### src/rtl/tooth_scheduler_pkg.sv
// Shared types and helpers for the angle-domain tooth scheduler.
package tooth_scheduler_pkg;

  typedef enum logic [1:0] {
    CH_IDLE = 2'd0,
    CH_WAIT = 2'd1,
    CH_ON   = 2'd2
  } ch_state_e;

  typedef enum logic {
    SC_IDLE = 1'b0,
    SC_SCAN = 1'b1
  } scan_state_e;

  localparam int unsigned FRAC_BITS_DEF = 8;
  // Product of a 32-bit period and a fraction of up to 16 bits.
  localparam int unsigned PROD_W = 48;

  // Integer part of period*frac, i.e. bits [31+FRAC_BITS:FRAC_BITS].
  function automatic logic [31:0] delay_slice(input logic [PROD_W-1:0] prod,
                                              input int unsigned frac_bits);
    return 32'(prod >> frac_bits);
  endfunction

endpackage

### src/rtl/tooth_scheduler_channel.sv
// One output channel: config registers, delay/dwell down-counter, channel FSM.
module sched_channel
  import tooth_scheduler_pkg::*;
#(
  parameter int unsigned FRAC_BITS = FRAC_BITS_DEF
) (
  input  logic                 clk,
  input  logic                 reset_n,
  input  logic                 flush,
  input  logic                 cfg_wr,
  input  logic                 cfg_en,
  input  logic [7:0]           cfg_tooth,
  input  logic [FRAC_BITS-1:0] cfg_frac,
  input  logic [31:0]          cfg_dwell,
  input  logic                 start,
  input  logic [31:0]          delay,
  output logic                 en_o,
  output logic [7:0]           tooth_o,
  output logic [FRAC_BITS-1:0] frac_o,
  output logic                 active_o,
  output logic                 out
);

  ch_state_e             state_q, state_d;
  logic [31:0]           cnt_q, cnt_d;
  logic [31:0]           pend_q, pend_d;
  logic [31:0]           dwell_q, dwell_d;
  logic                  en_q, en_d;
  logic [7:0]            tooth_q, tooth_d;
  logic [FRAC_BITS-1:0]  frac_q, frac_d;
  logic                  out_q, out_d;

  always_comb begin
    state_d = state_q;
    cnt_d   = cnt_q;
    pend_d  = pend_q;
    en_d    = en_q;
    tooth_d = tooth_q;
    frac_d  = frac_q;
    dwell_d = dwell_q;

    if (cfg_wr) begin
      en_d    = cfg_en;
      tooth_d = cfg_tooth;
      frac_d  = cfg_frac;
      dwell_d = cfg_dwell;
    end

    // Dwell is captured at start so a config rewrite cannot reshape a pending pulse.
    unique case (state_q)
      CH_IDLE: begin
        if (start) begin
          state_d = CH_WAIT;
          cnt_d   = delay;
          pend_d  = dwell_q;
        end
      end
      CH_WAIT: begin
        if (cnt_q == '0) begin
          if (pend_q != '0) begin
            state_d = CH_ON;
            cnt_d   = pend_q - 32'd1;
          end else begin
            state_d = CH_IDLE;
          end
        end else begin
          cnt_d = cnt_q - 32'd1;
        end
      end
      CH_ON: begin
        if (cnt_q == '0) state_d = CH_IDLE;
        else             cnt_d   = cnt_q - 32'd1;
      end
      default: state_d = CH_IDLE;
    endcase

    if (flush || (cfg_wr && !cfg_en)) state_d = CH_IDLE;

    out_d = (state_d == CH_ON);
  end

  always_ff @(posedge clk or negedge reset_n) begin
    if (!reset_n) begin
      state_q <= CH_IDLE;
      cnt_q   <= '0;
      pend_q  <= '0;
      en_q    <= 1'b0;
      tooth_q <= '0;
      frac_q  <= '0;
      dwell_q <= '0;
      out_q   <= 1'b0;
    end else begin
      state_q <= state_d;
      cnt_q   <= cnt_d;
      pend_q  <= pend_d;
      en_q    <= en_d;
      tooth_q <= tooth_d;
      frac_q  <= frac_d;
      dwell_q <= dwell_d;
      out_q   <= out_d;
    end
  end

  assign en_o     = en_q;
  assign tooth_o  = tooth_q;
  assign frac_o   = frac_q;
  assign active_o = (state_q != CH_IDLE);
  assign out      = out_q;

endmodule

### src/rtl/tooth_scheduler.sv
// Tooth-triggered output scheduler: scan FSM, shared delay multiplier, error flags.
module tooth_scheduler
  import tooth_scheduler_pkg::*;
#(
  parameter int unsigned NUM_CH    = 4,
  parameter int unsigned FRAC_BITS = FRAC_BITS_DEF
) (
  input  logic                      clk,
  input  logic                      reset_n,
  input  logic                      trigger,
  input  logic                      synced,
  input  logic [7:0]                tooth_num,
  input  logic [31:0]               tooth_period,
  input  logic                      cfg_we,
  input  logic [$clog2(NUM_CH)-1:0] cfg_ch,
  input  logic                      cfg_en,
  input  logic [7:0]                cfg_tooth,
  input  logic [FRAC_BITS-1:0]      cfg_frac,
  input  logic [31:0]               cfg_dwell,
  input  logic                      clr_err,
  output logic [NUM_CH-1:0]         out,
  output logic                      busy,
  output logic                      err_overrun,
  output logic                      err_scan
);

  localparam int unsigned CW = $clog2(NUM_CH);

  scan_state_e          scan_q, scan_d;
  logic [CW-1:0]        idx_q, idx_d;
  logic [7:0]           tooth_q, tooth_d;
  logic [31:0]          period_q, period_d;
  logic                 err_ov_q, err_ov_d;
  logic                 err_sc_q, err_sc_d;

  logic [NUM_CH-1:0]    cfg_wr, ch_en, ch_active, start;
  logic [7:0]           ch_tooth [NUM_CH];
  logic [FRAC_BITS-1:0] ch_frac  [NUM_CH];
  logic [PROD_W-1:0]    prod;
  logic [31:0]          delay;
  logic                 match, trig_ok;

  always_comb begin
    scan_d   = scan_q;
    idx_d    = idx_q;
    tooth_d  = tooth_q;
    period_d = period_q;
    start    = '0;

    trig_ok = trigger && synced;
    match   = (scan_q == SC_SCAN) && synced && ch_en[idx_q] && (ch_tooth[idx_q] == tooth_q);
    prod    = PROD_W'(period_q) * PROD_W'(ch_frac[idx_q]);
    delay   = delay_slice(prod, FRAC_BITS);

    if (match && !ch_active[idx_q]) start[idx_q] = 1'b1;

    err_ov_d = (err_ov_q && !clr_err) || (match && ch_active[idx_q]);
    err_sc_d = (err_sc_q && !clr_err) || (trig_ok && scan_q == SC_SCAN);

    unique case (scan_q)
      SC_IDLE: begin
        if (trig_ok) begin
          scan_d   = SC_SCAN;
          idx_d    = '0;
          tooth_d  = tooth_num;
          period_d = tooth_period;
        end
      end
      SC_SCAN: begin
        if (idx_q == CW'(NUM_CH - 1)) scan_d = SC_IDLE;
        else                          idx_d  = idx_q + CW'(1);
      end
      default: scan_d = SC_IDLE;
    endcase

    if (!synced) scan_d = SC_IDLE;
  end

  always_ff @(posedge clk or negedge reset_n) begin
    if (!reset_n) begin
      scan_q   <= SC_IDLE;
      idx_q    <= '0;
      tooth_q  <= '0;
      period_q <= '0;
      err_ov_q <= 1'b0;
      err_sc_q <= 1'b0;
    end else begin
      scan_q   <= scan_d;
      idx_q    <= idx_d;
      tooth_q  <= tooth_d;
      period_q <= period_d;
      err_ov_q <= err_ov_d;
      err_sc_q <= err_sc_d;
    end
  end

  for (genvar g = 0; g < NUM_CH; g++) begin : g_ch
    assign cfg_wr[g] = cfg_we && (cfg_ch == CW'(g));

    sched_channel #(.FRAC_BITS(FRAC_BITS)) u_ch (
      .clk       (clk),
      .reset_n   (reset_n),
      .flush     (!synced),
      .cfg_wr    (cfg_wr[g]),
      .cfg_en    (cfg_en),
      .cfg_tooth (cfg_tooth),
      .cfg_frac  (cfg_frac),
      .cfg_dwell (cfg_dwell),
      .start     (start[g]),
      .delay     (delay),
      .en_o      (ch_en[g]),
      .tooth_o   (ch_tooth[g]),
      .frac_o    (ch_frac[g]),
      .active_o  (ch_active[g]),
      .out       (out[g])
    );
  end

  assign busy        = (scan_q == SC_SCAN);
  assign err_overrun = err_ov_q;
  assign err_scan    = err_sc_q;

endmodule

### config.mk
export PLATFORM = sky130hd
export DESIGN_NAME = tooth_scheduler
export DESIGN_NICKNAME = d
export VERILOG_FILES = /design/src/rtl/tooth_scheduler_pkg.sv /design/src/rtl/tooth_scheduler_channel.sv /design/src/rtl/tooth_scheduler.sv
export SDC_FILE = /design/constraint.sdc
export NUM_CORES = 2
export LEC_CHECK = 0
export ABC_AREA = 0
export CAP_MARGIN = 20
export CELL_PAD_IN_SITES_DETAIL_PLACEMENT = 2
export CELL_PAD_IN_SITES_GLOBAL_PLACEMENT = 2
export CORE_UTILIZATION = 45
export DETAILED_ROUTE_END_ITERATION = 12
export PLACE_DENSITY_LB_ADDON = 0.1
export SLEW_MARGIN = 25
export SYNTH_ARGS = -nofsm -noshare
export SYNTH_HDL_FRONTEND = slang
export SYNTH_SLANG_ARGS = --single-unit
export TNS_END_PERCENT = 50
### constraint.sdc
create_clock -name clk -period 16 [get_ports clk]
set_clock_uncertainty 0.1 [all_clocks]
set_input_delay 1.6 -clock clk [delete_from_list [all_inputs] [get_ports clk]]
set_output_delay 1.6 -clock clk [all_outputs]
set_load 0.02 [all_outputs]
==> results.yml <==
status:
  status: "complete, no violations"
global_routing:
  overflow: 0
  grt_pass1_wl_mm: 204.1
  antenna_found_initial: 24
  grt_pass1_vias: 31880
  grt_use_total_pct: 34.50
  grt_max_degree: 78
logic_synthesis:
  synth_top_area_share_pct: 36.30
  synthFlopType: "dfrtp_1"
  synthCells: 3462
  synth_cell_type_count: 77
  ys_seq_area_share_pct: 36.30
  syn_area_sq_um: 35090
  synthArstFlopShare_pct: 100.0
  synth_fp_nets: 3827
  synth_top_area_cell: "dfrtp_1"
  synth.avg_cell_area_sq_um: 10.14
  yosysWarnings: 0
  synth_seq_cells: 509
  synth_area_leaders: "dfrtp_1 (36%), mux2_2 (12%), fa_1 (10%), xnor2_1 (3.9%), and2_1 (3.7%)"
  synth-edff-count: 0
drt:
  drtAntennaViolNets: 0
  routed_wl_mm: 134.1
  dr.first_iter.drc_count: 1702
  num_vias: 28010
  drc: 0
  wl_per_cell_um: 29.17
  first_pass_iters: 5
  viasPerCell: 6.092
critical_path:
  r2r-end: "g_ch[1].u_ch.cnt_q[31]"
  worstPathCellList: "mux4_2, and2_1, fa_1, fa_1, fa_1, inv_1, fa_1, inv_1, ha_1, a21oi_1, o21ai_0, o221ai_1, o21a_1, a2bb2oi_1, a31oi_1, a211oi_2, nor2_1, o31ai_1"
  path_class: "flop to flop"
  rrSetupSlack_ns: 8.54
  cpLargestDelayFamily: "compound AO/OA/AOI/OAI gates"
  required_ns: 16.45
  cp.arrival_ns: 7.92
  crit_path_top_delay_cell: "mux4_2"
  critical_path.max_stage_delay_ns: 0.93
  crit_path_frequent_cell: "fa_1"
  cp-end-kind: "flop"
  critPathLaunchType: "flop"
  r2r_start: "idx_q[0]"
  critPathMaxFanout: 32
  reg2reg_depth: 18
  crit_buf_inv: 2
floorplanning:
  ios: 104
  die-height_um: 281.2
  num_rows: 102
  design.die.area_sq_um: 79100
  start_util_pct: 45.37
  die_x_um: 281.2
  design.core.area_sq_um: 77340
final_layout:
  area_growth_pct: 12.40
  fin_nets: 3872
  final_layout_size_suffix_gt1_share_pct: 16.86
  nFillCells: 7874
clocking:
  cts_max_level: 2
  cts_tree: "done"
  clockBufferDepth: 3
  cts-resized-gates: 0
  postCtsHoldBufs: 0
  cts_buffers: 60
  clk_latency_ns: 0.67
  root_buffer: "clkbuf_16"
  clock-sinks: 509
  postCtsSetupRepairBufs: 0
  cts.clk_slew.worst_paths_ns: 0.06
hold_path:
  min-delay-start: "g_ch[2].u_ch.dwell_q[7]"
  min_to: "g_ch[2].u_ch.dwell_q[7]"
  min_path_type: "flop to flop"
  hold_path_depth: 1
place:
  dp_hpwl_mm: 95.43
  port_buffers: 103
  place.gp.congestion: 0.9235
sta:
  fin_tns_setup_ns: 0
  setup_viol: 0
  post-route-period-util_pct: 46.65
  final_max_slew_viol_count: 0
  min_period_ns: 7.464
  max_freq_mhz: 134.0
  rsz0062_at_grt: "no"
  relSlewSlack_pct: 23.17
  finalHoldViolations: 0
  tightest_slew_ns: 1.147
run:
  drv_cap: 0
cell usage in the layout, fill, tap and decap left out, types with 52 or more instances in the layout:
cell / count
and2_1: 207
o21ai_0: 193
nor3_1: 79
fa_1: 179
a21oi_1: 103
xnor2_1: 144
clkbuf_16: 60
nor4_1: 60
nor2_1: 189
nand2_1: 298
inv_1: 201
clkdlybuf4s50_1: 102
ha_1: 89
xor2_1: 91
dfrtp_1: 508
nand3_1: 52
mux2_2: 375
synth_stat cells, types with 16 or more instances:
library cell    n
dfrtp_1       509
mux2_2        375
nand2_1       298
and2_1        207
inv_1         201
o21ai_0       193
nor2_1        189
fa_1          179
xnor2_1       155
clkbuf_1      127
a21oi_1       104
xor2_1         97
ha_1           89
nor3_1         79
nor4_1         63
nand3_1        53
o221ai_1       44
or3_1          38
o22ai_1        32
o211ai_1       31
or4_1          29
a21o_1         20
buf_1          19
nand4_1        19
mux2i_1        18
mux4_2         18
nand2b_1       18
o31ai_1        18
buf_2          16
per-stage QoR:
stage	setup WS, ns	hold slack [ns]	area [sq um]	instances	utilization [%]
after floorplan	9.693	0.3711	35090	3462	-
after global placement	8.368	0.3801	37270	4485	48.19
after detailed placement	8.483	0.3924	37290	4485	48.21
after CTS	8.372	0.4063	39400	4592	50.95
after global routing	8.164	0.4125	39430	4594	50.98
final	8.536	0.4058	39440	4598	51.00
area by class of cell:
class / instances / area (sq um) / area share [%]
Inverter: 203 / 762.0 / 1.932
Antenna cell: 6 / 15.01 / 0.03807
Tap cell: 1040 / 1301 / 3.299
Multi-Input combinational cell: 2581 / 21090 / 53.48
Clock inverter: 27 / 417.9 / 1.060
Timing Repair Buffer: 152 / 1415 / 3.588
Sequential cell: 509 / 12740 / 32.30
Clock buffer: 80 / 1697 / 4.302
per-layer routing:
| metal | wire [um] | global-route usage [%] |
|---|---|---|
| met3 | 6293 | 4.406 |
| met1 | 55020 | 43.91 |
| met5 | 12 | 0 |
| met2 | 67180 | 59.18 |
| met4 | 5626 | 14.10 |
sequential cells by signal, indices dropped and copies added, names as in the netlist:
register and flops:
g_ch.u_ch.out 4, g_ch.u_ch.dwell_q 128, g_ch.u_ch.frac_o 32, err_scan 1, tooth_q 8, g_ch.u_ch.pend_q 128, g_ch.u_ch.en_o 4, period_q 32
g_ch.u_ch.tooth_o 32, g_ch.u_ch.state_q 8, idx_q 2, err_overrun 1, g_ch.u_ch.cnt_q 128, busy 1
how the worst max path moves through the flow:
stage | startpoint | to | slack, ns | depth (start not counted)
detailed placement | idx_q[1] | g_ch[0].u_ch.cnt_q[31] | 8.48 | 18
floorplan | idx_q[0] | g_ch[3].u_ch.cnt_q[27] | 9.69 | 21
CTS | idx_q[1] | g_ch[1].u_ch.cnt_q[31] | 8.37 | 18
finish | idx_q[0] | g_ch[1].u_ch.cnt_q[31] | 8.54 | 18
global placement | idx_q[1] | g_ch[1].u_ch.cnt_q[31] | 8.37 | 18
global route | idx_q[0] | g_ch[1].u_ch.cnt_q[31] | 8.16 | 18
logic make-up (layout without fill, tap and decap cells):
kind of cell               after synthesis  count (layout)  share of synthesized area [%]
muxes                                  411             411                          13.70
AOI/OAI and AO/OA                      564             564                          10.27
DFF                                    509             509                          36.30
buffers and inverters                  372             462                          4.111
adders and majority gates              268             268                          13.39
xor gates and xnor gates               252             252                          6.290
other                                    0               6                              0
and+or+nand+nor                       1086            1086                          15.94
Power is left out: the tool's default activity adds up to more than one toggle a clock period on the data nets, which glitch-free logic cannot reach.
